[src/rtl/mips_stage_mem_pkg.sv]
// Shared types for the MIPS memory-access stage: access size, FSM state,
// control field layout and the EX->MEM / MEM->WB pipeline bundles.
package mips_stage_mem_pkg;

    typedef enum logic [1:0] {
        MEM_BYTE = 2'd0,
        MEM_HALF = 2'd1,
        MEM_WORD = 2'd2
    } mem_size_e;

    typedef enum logic {
        ST_IDLE = 1'b0,
        ST_BUSY = 1'b1
    } state_e;

    // An all-zero control word is a bubble: no memory op, no writeback.
    typedef struct packed {
        logic      reg_write;
        logic      mem_to_reg;
        logic      mem_read;
        logic      mem_write;
        mem_size_e mem_size;
        logic      mem_signed;
    } ctrl_t;

    typedef struct packed {
        logic [31:0] instruction;
        logic [31:0] pc_addr;
        ctrl_t       ctrl;
        logic [31:0] reg_port2;
        logic [31:0] alu_result;
    } ex_mem_t;

    typedef struct packed {
        logic [31:0] instruction;
        logic [31:0] pc_addr;
        ctrl_t       ctrl;
        logic [31:0] alu_result;
        logic [31:0] mem_data;
    } mem_wb_t;

    localparam mem_wb_t MEM_WB_BUBBLE = '0;

    function automatic logic is_mem_op(input logic mem_read, input logic mem_write);
        return mem_read | mem_write;
    endfunction

endpackage

[src/rtl/mips_stage_mem_if.sv]
// Single-port data memory bus: request/ready handshake, the stage is master.
interface mips_stage_mem_if;
    logic        mem_req;
    logic        mem_write;
    logic [31:0] mem_addr;
    logic [3:0]  mem_byte_en;
    logic [31:0] mem_wdata;
    logic [31:0] mem_rdata;
    logic        mem_ready;

    modport master (
        output mem_req, mem_write, mem_addr, mem_byte_en, mem_wdata,
        input  mem_rdata, mem_ready
    );

    modport slave (
        input  mem_req, mem_write, mem_addr, mem_byte_en, mem_wdata,
        output mem_rdata, mem_ready
    );
endinterface

[src/rtl/mips_stage_mem_align.sv]
// Sub-word lane logic: byte enables, store replication, load extend, misalignment.
// Latency: purely combinational.
// Backpressure: none, follows its inputs.
module mips_stage_mem_align
    import mips_stage_mem_pkg::*;
(
    input  logic        mem_read,
    input  mem_size_e   mem_size,
    input  logic        mem_signed,
    input  logic [1:0]  addr_lo,
    input  logic [31:0] store_data,
    input  logic [31:0] load_raw,
    output logic [3:0]  byte_en,
    output logic [31:0] wdata,
    output logic [31:0] load_data,
    output logic        misaligned
);

    logic [7:0]  lane;
    logic [15:0] half;
    logic [31:0] extended;

    always_comb begin
        lane = load_raw[7:0];
        case (addr_lo)
            2'd1:    lane = load_raw[15:8];
            2'd2:    lane = load_raw[23:16];
            2'd3:    lane = load_raw[31:24];
            default: lane = load_raw[7:0];
        endcase
        half = addr_lo[1] ? load_raw[31:16] : load_raw[15:0];
    end

    always_comb begin
        byte_en    = 4'b1111;
        wdata      = store_data;
        extended   = load_raw;
        misaligned = 1'b0;
        case (mem_size)
            MEM_BYTE: begin
                byte_en  = 4'b0001 << addr_lo;
                wdata    = {4{store_data[7:0]}};
                extended = {{24{mem_signed & lane[7]}}, lane};
            end
            MEM_HALF: begin
                byte_en    = 4'b0011 << addr_lo;
                wdata      = {2{store_data[15:0]}};
                extended   = {{16{mem_signed & half[15]}}, half};
                misaligned = addr_lo[0];
            end
            default: begin
                misaligned = |addr_lo;
            end
        endcase
        load_data = mem_read ? extended : 32'd0;
    end

endmodule

[src/rtl/mips_stage_mem.sv]
// MEM stage: issues loads/stores to data memory, stalls upstream while waiting.
// Latency: 1 cycle from access completion to pipe_mem_wb (DELAYED=1), else 0.
// Backpressure: stall high while memory has not answered; timeout after WAIT_LIMIT.
module mips_stage_mem
    import mips_stage_mem_pkg::*;
#(
    parameter bit DELAYED    = 1'b1,
    parameter int WAIT_LIMIT = 255
) (
    input  logic              clk,
    input  logic              rst_n,
    input  ex_mem_t           pipe_ex_mem,
    output mem_wb_t           pipe_mem_wb,
    output logic              stall,
    output logic              addr_error,
    output logic              bus_error,
    mips_stage_mem_if.master  mem_bus
);

    localparam logic [7:0] LIMIT = 8'(WAIT_LIMIT);

    state_e      state_q, state_d;
    logic [7:0]  cnt_q, cnt_d;
    mem_wb_t     wb_d, wb_fwd;
    logic        addr_err_d, bus_err_d;
    logic        req_c, stall_c, op;
    logic [3:0]  byte_en;
    logic [31:0] wdata, load_data;
    logic        misaligned;

    mips_stage_mem_align u_align (
        .mem_read   (pipe_ex_mem.ctrl.mem_read),
        .mem_size   (pipe_ex_mem.ctrl.mem_size),
        .mem_signed (pipe_ex_mem.ctrl.mem_signed),
        .addr_lo    (pipe_ex_mem.alu_result[1:0]),
        .store_data (pipe_ex_mem.reg_port2),
        .load_raw   (mem_bus.mem_rdata),
        .byte_en    (byte_en),
        .wdata      (wdata),
        .load_data  (load_data),
        .misaligned (misaligned)
    );

    // Upstream is frozen while BUSY, so these stay stable for the whole access.
    assign mem_bus.mem_addr    = {pipe_ex_mem.alu_result[31:2], 2'b00};
    assign mem_bus.mem_write   = pipe_ex_mem.ctrl.mem_write;
    assign mem_bus.mem_byte_en = byte_en;
    assign mem_bus.mem_wdata   = wdata;

    // Reset must drop the request at once even though pipe_ex_mem may still hold an op.
    assign mem_bus.mem_req = req_c & rst_n;
    assign stall           = stall_c & rst_n;

    assign op = is_mem_op(pipe_ex_mem.ctrl.mem_read, pipe_ex_mem.ctrl.mem_write);

    always_comb begin
        wb_fwd             = MEM_WB_BUBBLE;
        wb_fwd.instruction = pipe_ex_mem.instruction;
        wb_fwd.pc_addr     = pipe_ex_mem.pc_addr;
        wb_fwd.ctrl        = pipe_ex_mem.ctrl;
        wb_fwd.alu_result  = pipe_ex_mem.alu_result;
        wb_fwd.mem_data    = load_data;
    end

    always_comb begin
        state_d    = state_q;
        cnt_d      = cnt_q;
        req_c      = 1'b0;
        stall_c    = 1'b0;
        wb_d       = MEM_WB_BUBBLE;
        addr_err_d = 1'b0;
        bus_err_d  = 1'b0;
        case (state_q)
            ST_IDLE: begin
                if (!op) begin
                    wb_d = wb_fwd;
                end else if (misaligned) begin
                    addr_err_d = 1'b1;
                end else begin
                    req_c = 1'b1;
                    if (mem_bus.mem_ready) begin
                        wb_d = wb_fwd;
                    end else begin
                        stall_c = 1'b1;
                        cnt_d   = 8'd1;
                        state_d = ST_BUSY;
                    end
                end
            end
            ST_BUSY: begin
                if (mem_bus.mem_ready) begin
                    req_c   = 1'b1;
                    wb_d    = wb_fwd;
                    cnt_d   = 8'd0;
                    state_d = ST_IDLE;
                end else if (cnt_q == LIMIT) begin
                    bus_err_d = 1'b1;
                    cnt_d     = 8'd0;
                    state_d   = ST_IDLE;
                end else begin
                    req_c   = 1'b1;
                    stall_c = 1'b1;
                    cnt_d   = cnt_q + 8'd1;
                end
            end
            default: begin
                cnt_d   = 8'd0;
                state_d = ST_IDLE;
            end
        endcase
    end

    always_ff @(posedge clk or negedge rst_n) begin
        if (!rst_n) begin
            state_q    <= ST_IDLE;
            cnt_q      <= 8'd0;
            addr_error <= 1'b0;
            bus_error  <= 1'b0;
        end else begin
            state_q    <= state_d;
            cnt_q      <= cnt_d;
            addr_error <= addr_err_d;
            bus_error  <= bus_err_d;
        end
    end

    generate
        if (DELAYED) begin : g_wb_reg
            always_ff @(posedge clk or negedge rst_n) begin
                if (!rst_n) begin
                    pipe_mem_wb <= MEM_WB_BUBBLE;
                end else begin
                    pipe_mem_wb <= wb_d;
                end
            end
        end else begin : g_wb_comb
            assign pipe_mem_wb = wb_d;
        end
    endgenerate

endmodule

[src/flat_wrapper.sv]
// flat-port wrapper written by rule: the top's interface ports become plain ports
module mips_stage_mem_flat import mips_stage_mem_pkg::*;
#(
    parameter bit DELAYED    = 1'b1,
    parameter int WAIT_LIMIT = 255
)
  (clk, rst_n, pipe_ex_mem, pipe_mem_wb, stall, addr_error, bus_error, mem_bus_mem_req, mem_bus_mem_write, mem_bus_mem_addr, mem_bus_mem_byte_en, mem_bus_mem_wdata, mem_bus_mem_rdata, mem_bus_mem_ready);
  mips_stage_mem_if mem_bus_i ();
  input  logic clk;
  input  logic rst_n;
  input  ex_mem_t pipe_ex_mem;
  output mem_wb_t pipe_mem_wb;
  output logic stall;
  output logic addr_error;
  output logic bus_error;
  output wire logic [$bits(mem_bus_i.mem_req)-1:0] mem_bus_mem_req;
  output wire logic [$bits(mem_bus_i.mem_write)-1:0] mem_bus_mem_write;
  output wire logic [$bits(mem_bus_i.mem_addr)-1:0] mem_bus_mem_addr;
  output wire logic [$bits(mem_bus_i.mem_byte_en)-1:0] mem_bus_mem_byte_en;
  output wire logic [$bits(mem_bus_i.mem_wdata)-1:0] mem_bus_mem_wdata;
  input wire logic [$bits(mem_bus_i.mem_rdata)-1:0] mem_bus_mem_rdata;
  input wire logic [$bits(mem_bus_i.mem_ready)-1:0] mem_bus_mem_ready;
  assign mem_bus_mem_req = mem_bus_i.mem_req;
  assign mem_bus_mem_write = mem_bus_i.mem_write;
  assign mem_bus_mem_addr = mem_bus_i.mem_addr;
  assign mem_bus_mem_byte_en = mem_bus_i.mem_byte_en;
  assign mem_bus_mem_wdata = mem_bus_i.mem_wdata;
  assign mem_bus_i.mem_rdata = mem_bus_mem_rdata;
  assign mem_bus_i.mem_ready = mem_bus_mem_ready;
  mips_stage_mem #(.DELAYED(DELAYED), .WAIT_LIMIT(WAIT_LIMIT)) u_core (.clk(clk), .rst_n(rst_n), .pipe_ex_mem(pipe_ex_mem), .pipe_mem_wb(pipe_mem_wb), .stall(stall), .addr_error(addr_error), .bus_error(bus_error), .mem_bus(mem_bus_i));
endmodule
[config.mk]
export PLATFORM = sky130hd
export DESIGN_NAME = mips_stage_mem_flat
export DESIGN_NICKNAME = d
export VERILOG_FILES = /design/src/rtl/mips_stage_mem_pkg.sv /design/src/rtl/mips_stage_mem_if.sv /design/src/rtl/mips_stage_mem_align.sv /design/src/rtl/mips_stage_mem.sv /design/src/flat_wrapper.sv
export SDC_FILE = /design/constraint.sdc
export NUM_CORES = 1
export LEC_CHECK = 0
export CAP_MARGIN = 10
export CORE_AREA = 5 5 144 146
export CTS_CLUSTER_SIZE = 20
export DETAILED_ROUTE_END_ITERATION = 10
export DIE_AREA = 0 0 149 151
export HOLD_SLACK_MARGIN = 0.03
export MAX_ROUTING_LAYER = met4
export PLACE_DENSITY_LB_ADDON = 0.25
export SLEW_MARGIN = 20
export SYNTH_ARGS = -nofsm -noshare
export SYNTH_HDL_FRONTEND = slang
export SYNTH_SLANG_ARGS = --single-unit
[constraint.sdc]
create_clock -name clk -period 2.8 [get_ports clk]
set_input_delay 0.28 -clock clk [delete_from_list [all_inputs] [get_ports clk]]
set_output_delay 0.28 -clock clk [all_outputs]
set_load 0.01 [all_outputs]
==> impl_metrics.toml, run 1 <==
[power]
vdd_drop_max_uv = 400.1
combPwrFrac = 0.212
power.total_mw = 5.620
p_seq_frac = 0.408
pwr_density_cell_nw_per_um2 = 531.7
switching_share = 0.2704
power.leakage_nw = 4.563
clockPowerShare = 0.380
p_sw_mw = 1.520
intPower_mw = 4.100

[floorplan]
core-area_um2 = 19270
die_x_um = 149
dieArea_um2 = 22500
die_h_um = 151
initial_core_util = 0.3271
ios = 378
fp-row-count = 51

[worst_setup_path]
startpoint_type = "register"
path_max_fanout = 6
crit_chain = "ha_1 -> and3_1 -> nand3_1 -> o21ai_0 -> a21boi_0 -> clkdlybuf4s50_1"
required_ns = 2.52
critical_path_arrival_ns = 2.38
critPathKind = "reg -> out"
endpoint_kind = "output pin"
slowest_stage = "clkdlybuf4s50_1"
cpPeakStageDelay_ns = 0.56

[layout]
multi_input_area_um2 = 2072
drive_gt1_frac = 0.08843
stdcell_area_um2 = 10570
area_growth_pct = 67.68
regArea_um2 = 3654
fin_util = 0.5485
fillers = 1705
n_antenna_cell = 0
final_nets = 1074

[global_route]
grt_pass1_vias = 5406
grt_max_degree = 76
grt-ovfl-total = 0
grt_pass1_wl_mm = 32.41
grt_usage = 0.1988
antenna_found_initial = 0

[placement]
numPortBuffers = 375
place_area_um2 = 10010
place.gp.congestion = 0.8565
hpwl_mm = 17.43

[synth]
syn_avg_cell_area_um2 = 11.16
async_flop_share = 1.000
yosys_warnings = 0
ys.flop_type = "dfrtp_1"
synth_top_area_frac = 0.5796
synthDistinctLibCells = 43
synth_most_common_cell = "dfrtp_1"
ys_ff_latch = 146
synth_cells = 565
netlist_area_um2 = 6304
synth.area.top_cells = "dfrtp_1 58%, and2_1 10%, buf_4 5.0%"
synth.top_cells.by_count = "146 x dfrtp_1, 101 x and2_1, 42 x buf_4, 33 x a21oi_1, 33 x nor2_1"
ys_seq_area_frac = 0.5796
yosys.area.top_type = "dfrtp_1"
synth_edf_count = 0

[worst_hold_path]
hold_class = "in -> async"

[routing]
first_pass_iters = 4
dr_wl_met3_mm = 1.988
drc = 0
highest_layer = "met4"
routedWlPerCell_um = 18.83
wl_mm = 22.24
dr_wl_met2_mm = 11.42
met1Wirelength_mm = 8.247
antenna_left = 0
drt_iter0_drc = 219
vias = 5275
viasPerCell = 4.467

[timing]
period_share = 0.9503
period_needed_ns = 2.661
clock_skew_ns = 0.01083
slew_headroom = 0.3762
rsz0062_at_grt = "false"
slew_violations = 0
max_freq_mhz = 375.8
fin_setup_tns_ns = 0
setup_viol = 0
worst_pin_slew_ns = 0.9357
hold_viol = 0

[clocking]
post_cts_buffers = 0
cts-htree-levels = 4
insertion_delay_ns = 0.42
cts_buffers = 17
clkTransAtPathRegs_ns = 0.07
cts-root-buf = "clkbuf_16"
cts.sinks = 146
clock_path_buffers = 2
cts_tree = "built"
cts_resized = 0

[run_status]
status = "complete, no violations"

[run]
maxCapViolCount = 0
## what timing repair did
action                     4_1_cts  5_1_grt
hold buffers                     1        0
setup endpoints to repair        0        0
hold endpoints to repair        12        0
## layout by cell type (no fill, tap or decap), types with 4 or more instances in the layout
| cell type | netlist | layout |
|---|---|---|
| nand2b_1 | 4 | 4 |
| clkdlybuf4s50_1 | 0 | 373 |
| o32a_1 | 6 | 6 |
| nand3_1 | 7 | 7 |
| a21oi_1 | 33 | 33 |
| nor2_1 | 33 | 33 |
| and3_1 | 5 | 5 |
| inv_1 | 14 | 14 |
| a221oi_1 | 7 | 7 |
| nor3_1 | 15 | 15 |
| clkbuf_16 | 0 | 17 |
| clkinvlp_4 | 0 | 4 |
| nor2b_1 | 10 | 10 |
| buf_4 | 42 | 15 |
| dfrtp_1 | 146 | 146 |
| o21ai_0 | 24 | 24 |
| and2_1 | 101 | 101 |
| mux2_2 | 23 | 23 |
| inv_6 | 0 | 5 |
| nand2_1 | 24 | 24 |
| mux2i_1 | 9 | 9 |
## logic make-up (layout without fill, tap and decap cells)
| group | count (synthesis) | count (layout) | share of synthesized area |
|---|---|---|---|
| buf+inv | 89 | 439 | 0.09250 |
| mux | 32 | 32 | 0.05538 |
| simple gates | 207 | 207 | 0.1802 |
| xor+xnor | 1 | 1 | 0.001390 |
| flops | 146 | 146 | 0.5796 |
| compound gates | 88 | 88 | 0.08833 |
| fa+ha+maj | 1 | 1 | 0.001985 |
| other cells | 1 | 2 | 0.0005949 |
## power groups by stage
| stage | combinational, mW | sequential (mW) | clock (mW) |
|---|---|---|---|
| 2_1_floorplan | 0.398 | 2.40 | 0 |
| 3_3_place_gp | 1.20 | 2.33 | 0 |
| 3_5_place_dp | 1.21 | 2.33 | 0 |
| 4_1_cts | 1.22 | 2.29 | 2.20 |
| 5_1_grt | 1.28 | 2.31 | 2.29 |
| 6_report | 1.19 | 2.29 | 2.13 |
## per-stage QoR
stage	std cells	setup WS [ns]	hold slack [ns]
after floorplan	566	1.123	-0.01559
after detailed placement	1148	0.3648	0.1218
after global routing	1181	0.004673	0.2414
after global placement	1148	0.3923	0.1204
after CTS	1181	0.1046	0.2234
final	1181	0.1393	0.2372
## routing by layer
layer	track usage	vias to the layer above
met5	-	-
met4	0.07826	0
met3	0.06284	30
met2	0.3460	263
met1	0.2117	2476
li1	-	2506
## critical path: cells and delay by family (launching register included)
family | cells | cell delay (ns)
flops | 1 | 0.42
compound gates | 2 | 0.28
buf+inv | 1 | 0.56
fa+ha+maj | 1 | 0.24
simple gates | 2 | 0.46
## final cells by class
class | instances | share of cell area
tap | 265 | 0.03137
timing repair buffer | 393 | 0.3701
clock buffer | 18 | 0.04060
sequential | 146 | 0.3456
inverter | 14 | 0.004972
clock inverter | 14 | 0.01125
multi-input combinational | 331 | 0.1960
## sequential cells by signal (all words and copies together), names as in the netlist
register	count
u_core.pipe_mem_wb	135
u_core.cnt_q	8
u_core.addr_error	1
u_core.bus_error	1
u_core.state_q	1
## path summary, 6_finish.rpt
kind,start,end,slack (ns),cells after the start
max,u_core.cnt_q[0]$_DFFE_PN0P_,mem_bus_mem_req,0.14,6
min reg2reg,u_core.cnt_q[2]$_DFFE_PN0P_,u_core.cnt_q[2]$_DFFE_PN0P_,0.52,1
min,rst_n,u_core.pipe_mem_wb[6]$_DFF_PN0_,0.24,2
max in group asynchronous,rst_n,u_core.pipe_mem_wb[74]$_DFF_PN0_,1.39,3
max reg2reg,u_core.state_q$_DFF_PN0_,u_core.pipe_mem_wb[48]$_DFF_PN0_,0.88,4
min in group clk,pipe_ex_mem[92],u_core.pipe_mem_wb[92]$_DFF_PN0_,0.40,2
Note: power is estimated with default switching activity, not from simulation.
==> run 2, diff against run 1 <==
--- a/config.mk
+++ b/config.mk
@@ -5,14 +5,15 @@
 export SDC_FILE = /design/constraint.sdc
 export NUM_CORES = 1
 export LEC_CHECK = 0
+export ABC_AREA = 1
 export CAP_MARGIN = 10
-export CORE_AREA = 5 5 144 146
+export CORE_AREA = 2 2 148 150
 export CTS_CLUSTER_SIZE = 20
 export DETAILED_ROUTE_END_ITERATION = 10
-export DIE_AREA = 0 0 149 151
+export DIE_AREA = 0 0 150 152
 export HOLD_SLACK_MARGIN = 0.03
 export MAX_ROUTING_LAYER = met4
-export PLACE_DENSITY_LB_ADDON = 0.25
+export PLACE_DENSITY = 0.68
 export SLEW_MARGIN = 20
 export SYNTH_ARGS = -nofsm -noshare
 export SYNTH_HDL_FRONTEND = slang
==> run 2 against run 1 <==
Net effect:
- global-route usage up 1.8 points
- die area up 1.3%
- sequential share of layout area down 1.2 points
- cell count up 8.9%
- area after synthesis up 5.3%
- clock skew down 0.0021 ns
- sequential power about the same
- largest cell class unchanged
- combinational power up 8%
- clock-buffer cell count unchanged
- critical path type unchanged
- synthesized cell count up 17%
- cell area up 3.6%
- maximum frequency up 6.7%
==> impl_metrics.toml, run 2 <==
[run_status]
status = "complete, no violations"

[global_route]
grt_pass1_vias = 6173
grt_use_met3 = 0.06937
top_usage_layer = "met2"
grt_use_met2 = 0.3640
use_met1 = 0.2451
grt-ovfl-total = 0
antenna_found_initial = 0
grt_usage = 0.2173
grt_max_degree = 131
grt_pass1_wl_mm = 36.18

[power]
p_sw_mw = 1.649
vdd_drop_max_uv = 301.6
combPwrFrac = 0.217
power.leakage_nw = 4.857
pwr_density_cell_nw_per_um2 = 536.8
p_seq_frac = 0.391
intPower_mw = 4.232
switching_share = 0.2804
clockPowerShare = 0.392

[placement]
numPortBuffers = 375
place.gp.congestion = 0.8657
hpwl_mm = 18.40
post-place-cells = 1253

[layout]
largest_reg_flops = 135
top_regs = "u_core.pipe_mem_wb: 135 flops, u_core.cnt_q: 8 flops"
layout_common_cells = "374 x clkdlybuf4s50_1, 146 x dfrtp_1, 127 x nand2_1"
final_nets = 1164
n_antenna_cell = 0
final_common_cell = "clkdlybuf4s50_1"
fin_cells = 1286
drive_gt1_frac = 0.09145
area_growth_pct = 65.11
largest_register = "u_core.pipe_mem_wb"

[timing]
setup_viol = 0
worst_pin_slew_ns = 0.7371
max_freq_mhz = 401.2
fin_setup_tns_ns = 0
slew_violations = 0
period_share = 0.8902
hold_viol = 0
hold_slack_ns = 0.3281
slew_headroom = 0.5086
period_needed_ns = 2.492
clock_skew_ns = 0.008778
rsz0062_at_grt = "false"

[worst_setup_path]
crit_path_start = "u_core.cnt_q[0]$_DFFE_PN0P_"
r2r_slack_ns = 1.07
startpoint_type = "register"
critical_path_arrival_ns = 2.21
path_max_fanout = 4
required_ns = 2.52
critPathCapture = "stall"
rr_endpoint = "u_core.pipe_mem_wb[41]$_DFF_PN0_"
critPathKind = "reg -> out"
reg2reg_from = "u_core.state_q$_DFF_PN0_"
reg2regPathDepth = 6
endpoint_kind = "output pin"

[synth]
yosys.area.top_type = "dfrtp_1"
synth_cells = 662
ys_ff_latch = 146
ys.flop_type = "dfrtp_1"
yosys_warnings = 0
async_flop_share = 1.000
synth_most_common_cell = "dfrtp_1"
synth_top_area_frac = 0.5506
ys_seq_area_frac = 0.5506
synthDistinctLibCells = 40
synth_edf_count = 0
synth.area.top_cells = "dfrtp_1 55%, a21boi_1 9.6%, nand2_1 7.2%"
netlist_area_um2 = 6635
syn_avg_cell_area_um2 = 10.02
synth.top_cells.by_count = "146 x dfrtp_1, 128 x nand2_1, 85 x a21boi_1, 41 x buf_4, 41 x o21ai_0"

[clocking]
cts.sinks = 146
insertion_delay_ns = 0.42
cts_tree = "built"
clock_path_buffers = 2
cts-root-buf = "clkbuf_16"
cts-htree-levels = 4
cts_buffers = 17
post_cts_buffers = 0
clkTransAtPathRegs_ns = 0.07

[floorplan]
fp-row-count = 54
die_x_um = 150
core-area_um2 = 21350
dieArea_um2 = 22800
die_h_um = 152
initial_core_util = 0.3108
ios = 378

[routing]
viasPerCell = 4.695
wl_mm = 24.13
first_pass_iters = 5
antenna_left = 0
drc = 0
vias = 6038
drt_iter0_drc = 336
routedWlPerCell_um = 18.76

[run]
maxCapViolCount = 0

[worst_hold_path]
hold_class = "in -> async"
[run 2: repair_timing]
| item | 4_1_cts | 5_1_grt |
|---|---|---|
| hold buffers | 1 | 0 |
| gates resized for setup | 0 | 0 |
| hold endpoints to repair | 16 | 0 |
[run 2: cells by family (layout without fill, tap and decap cells)]
kind of cell,count (synthesis),in the layout,share of synthesized area
other cells,1,2,0.0005652
flops,146,146,0.5506
fa+ha+maj,1,1,0.001885
xor+xnor,3,3,0.003961
buf+inv,115,458,0.1041
compound gates,172,172,0.1754
simple gates,224,224,0.1635
[run 2: worst min-delay path by stage]
stage | start | end | slack, ns
floorplan | rst_n | u_core.addr_error$_DFF_PN0_ | -0.02
global placement | rst_n | u_core.addr_error$_DFF_PN0_ | 0.13
detailed placement | rst_n | u_core.addr_error$_DFF_PN0_ | 0.13
CTS | rst_n | u_core.addr_error$_DFF_PN0_ | 0.31
global route | rst_n | u_core.addr_error$_DFF_PN0_ | 0.32
finish | rst_n | u_core.addr_error$_DFF_PN0_ | 0.33
[run 2: final cells by class]
class / count / area, um2
fillers: 2002 / 10400
repair buffers: 392 / 3910
flip-flops and latches: 146 / 3654
multi-input cells: 402 / 2307
clock buffers: 18 / 439.2
well taps: 280 / 350.3
clock inverters: 14 / 165.2
inverters: 34 / 130.1
[run 2: power groups by stage]
stage	combinational (mW)	clock, mW	sequential, mW
CTS	1.29	2.38	2.30
global placement	1.28	0	2.33
global route	1.37	2.48	2.31
floorplan	0.437	0	2.41
finish	1.28	2.31	2.30
detailed placement	1.29	0	2.34
[run 2: layer usage]
metal | vias up | wire (um)
li1 | 2813 | -
met1 | 2891 | 9328
met2 | 301 | 12230
met3 | 33 | 2036
met4 | 0 | 529
met5 | - | 0
[run 2: stage by stage]
step | setup WS [ns] | total power [mW] | cell area (um2) | utilization
after floorplan | 1.267 | 2.843 | 6639 | -
after global placement | 0.3745 | 3.612 | 10340 | 0.4844
after detailed placement | 0.3191 | 3.624 | 10340 | 0.4844
after CTS | 0.2791 | 5.970 | 10960 | 0.5131
after global routing | 0.1484 | 6.163 | 10960 | 0.5131
final | 0.3075 | 5.881 | 10960 | 0.5131
[run 2: worst max-delay path, stage by stage, from the launching register on]
cell and delay (ns):
dfrtp_1 0.41, ha_1 0.23, nand3_1 0.10, nor2_1 0.08, nand4_1 0.12, inv_1 0.07, nor3b_1 0.19, clkdlybuf4s50_1 0.59
==> run 3, diff against run 2 <==
--- a/config.mk
+++ b/config.mk
@@ -11,7 +11,6 @@
 export CTS_CLUSTER_SIZE = 20
 export DETAILED_ROUTE_END_ITERATION = 10
 export DIE_AREA = 0 0 150 152
-export HOLD_SLACK_MARGIN = 0.03
 export MAX_ROUTING_LAYER = met4
 export PLACE_DENSITY = 0.68
 export SLEW_MARGIN = 20
==> results of run 3 <==
Same layout as run 2: the final DEF is identical, and so are final timing and power.
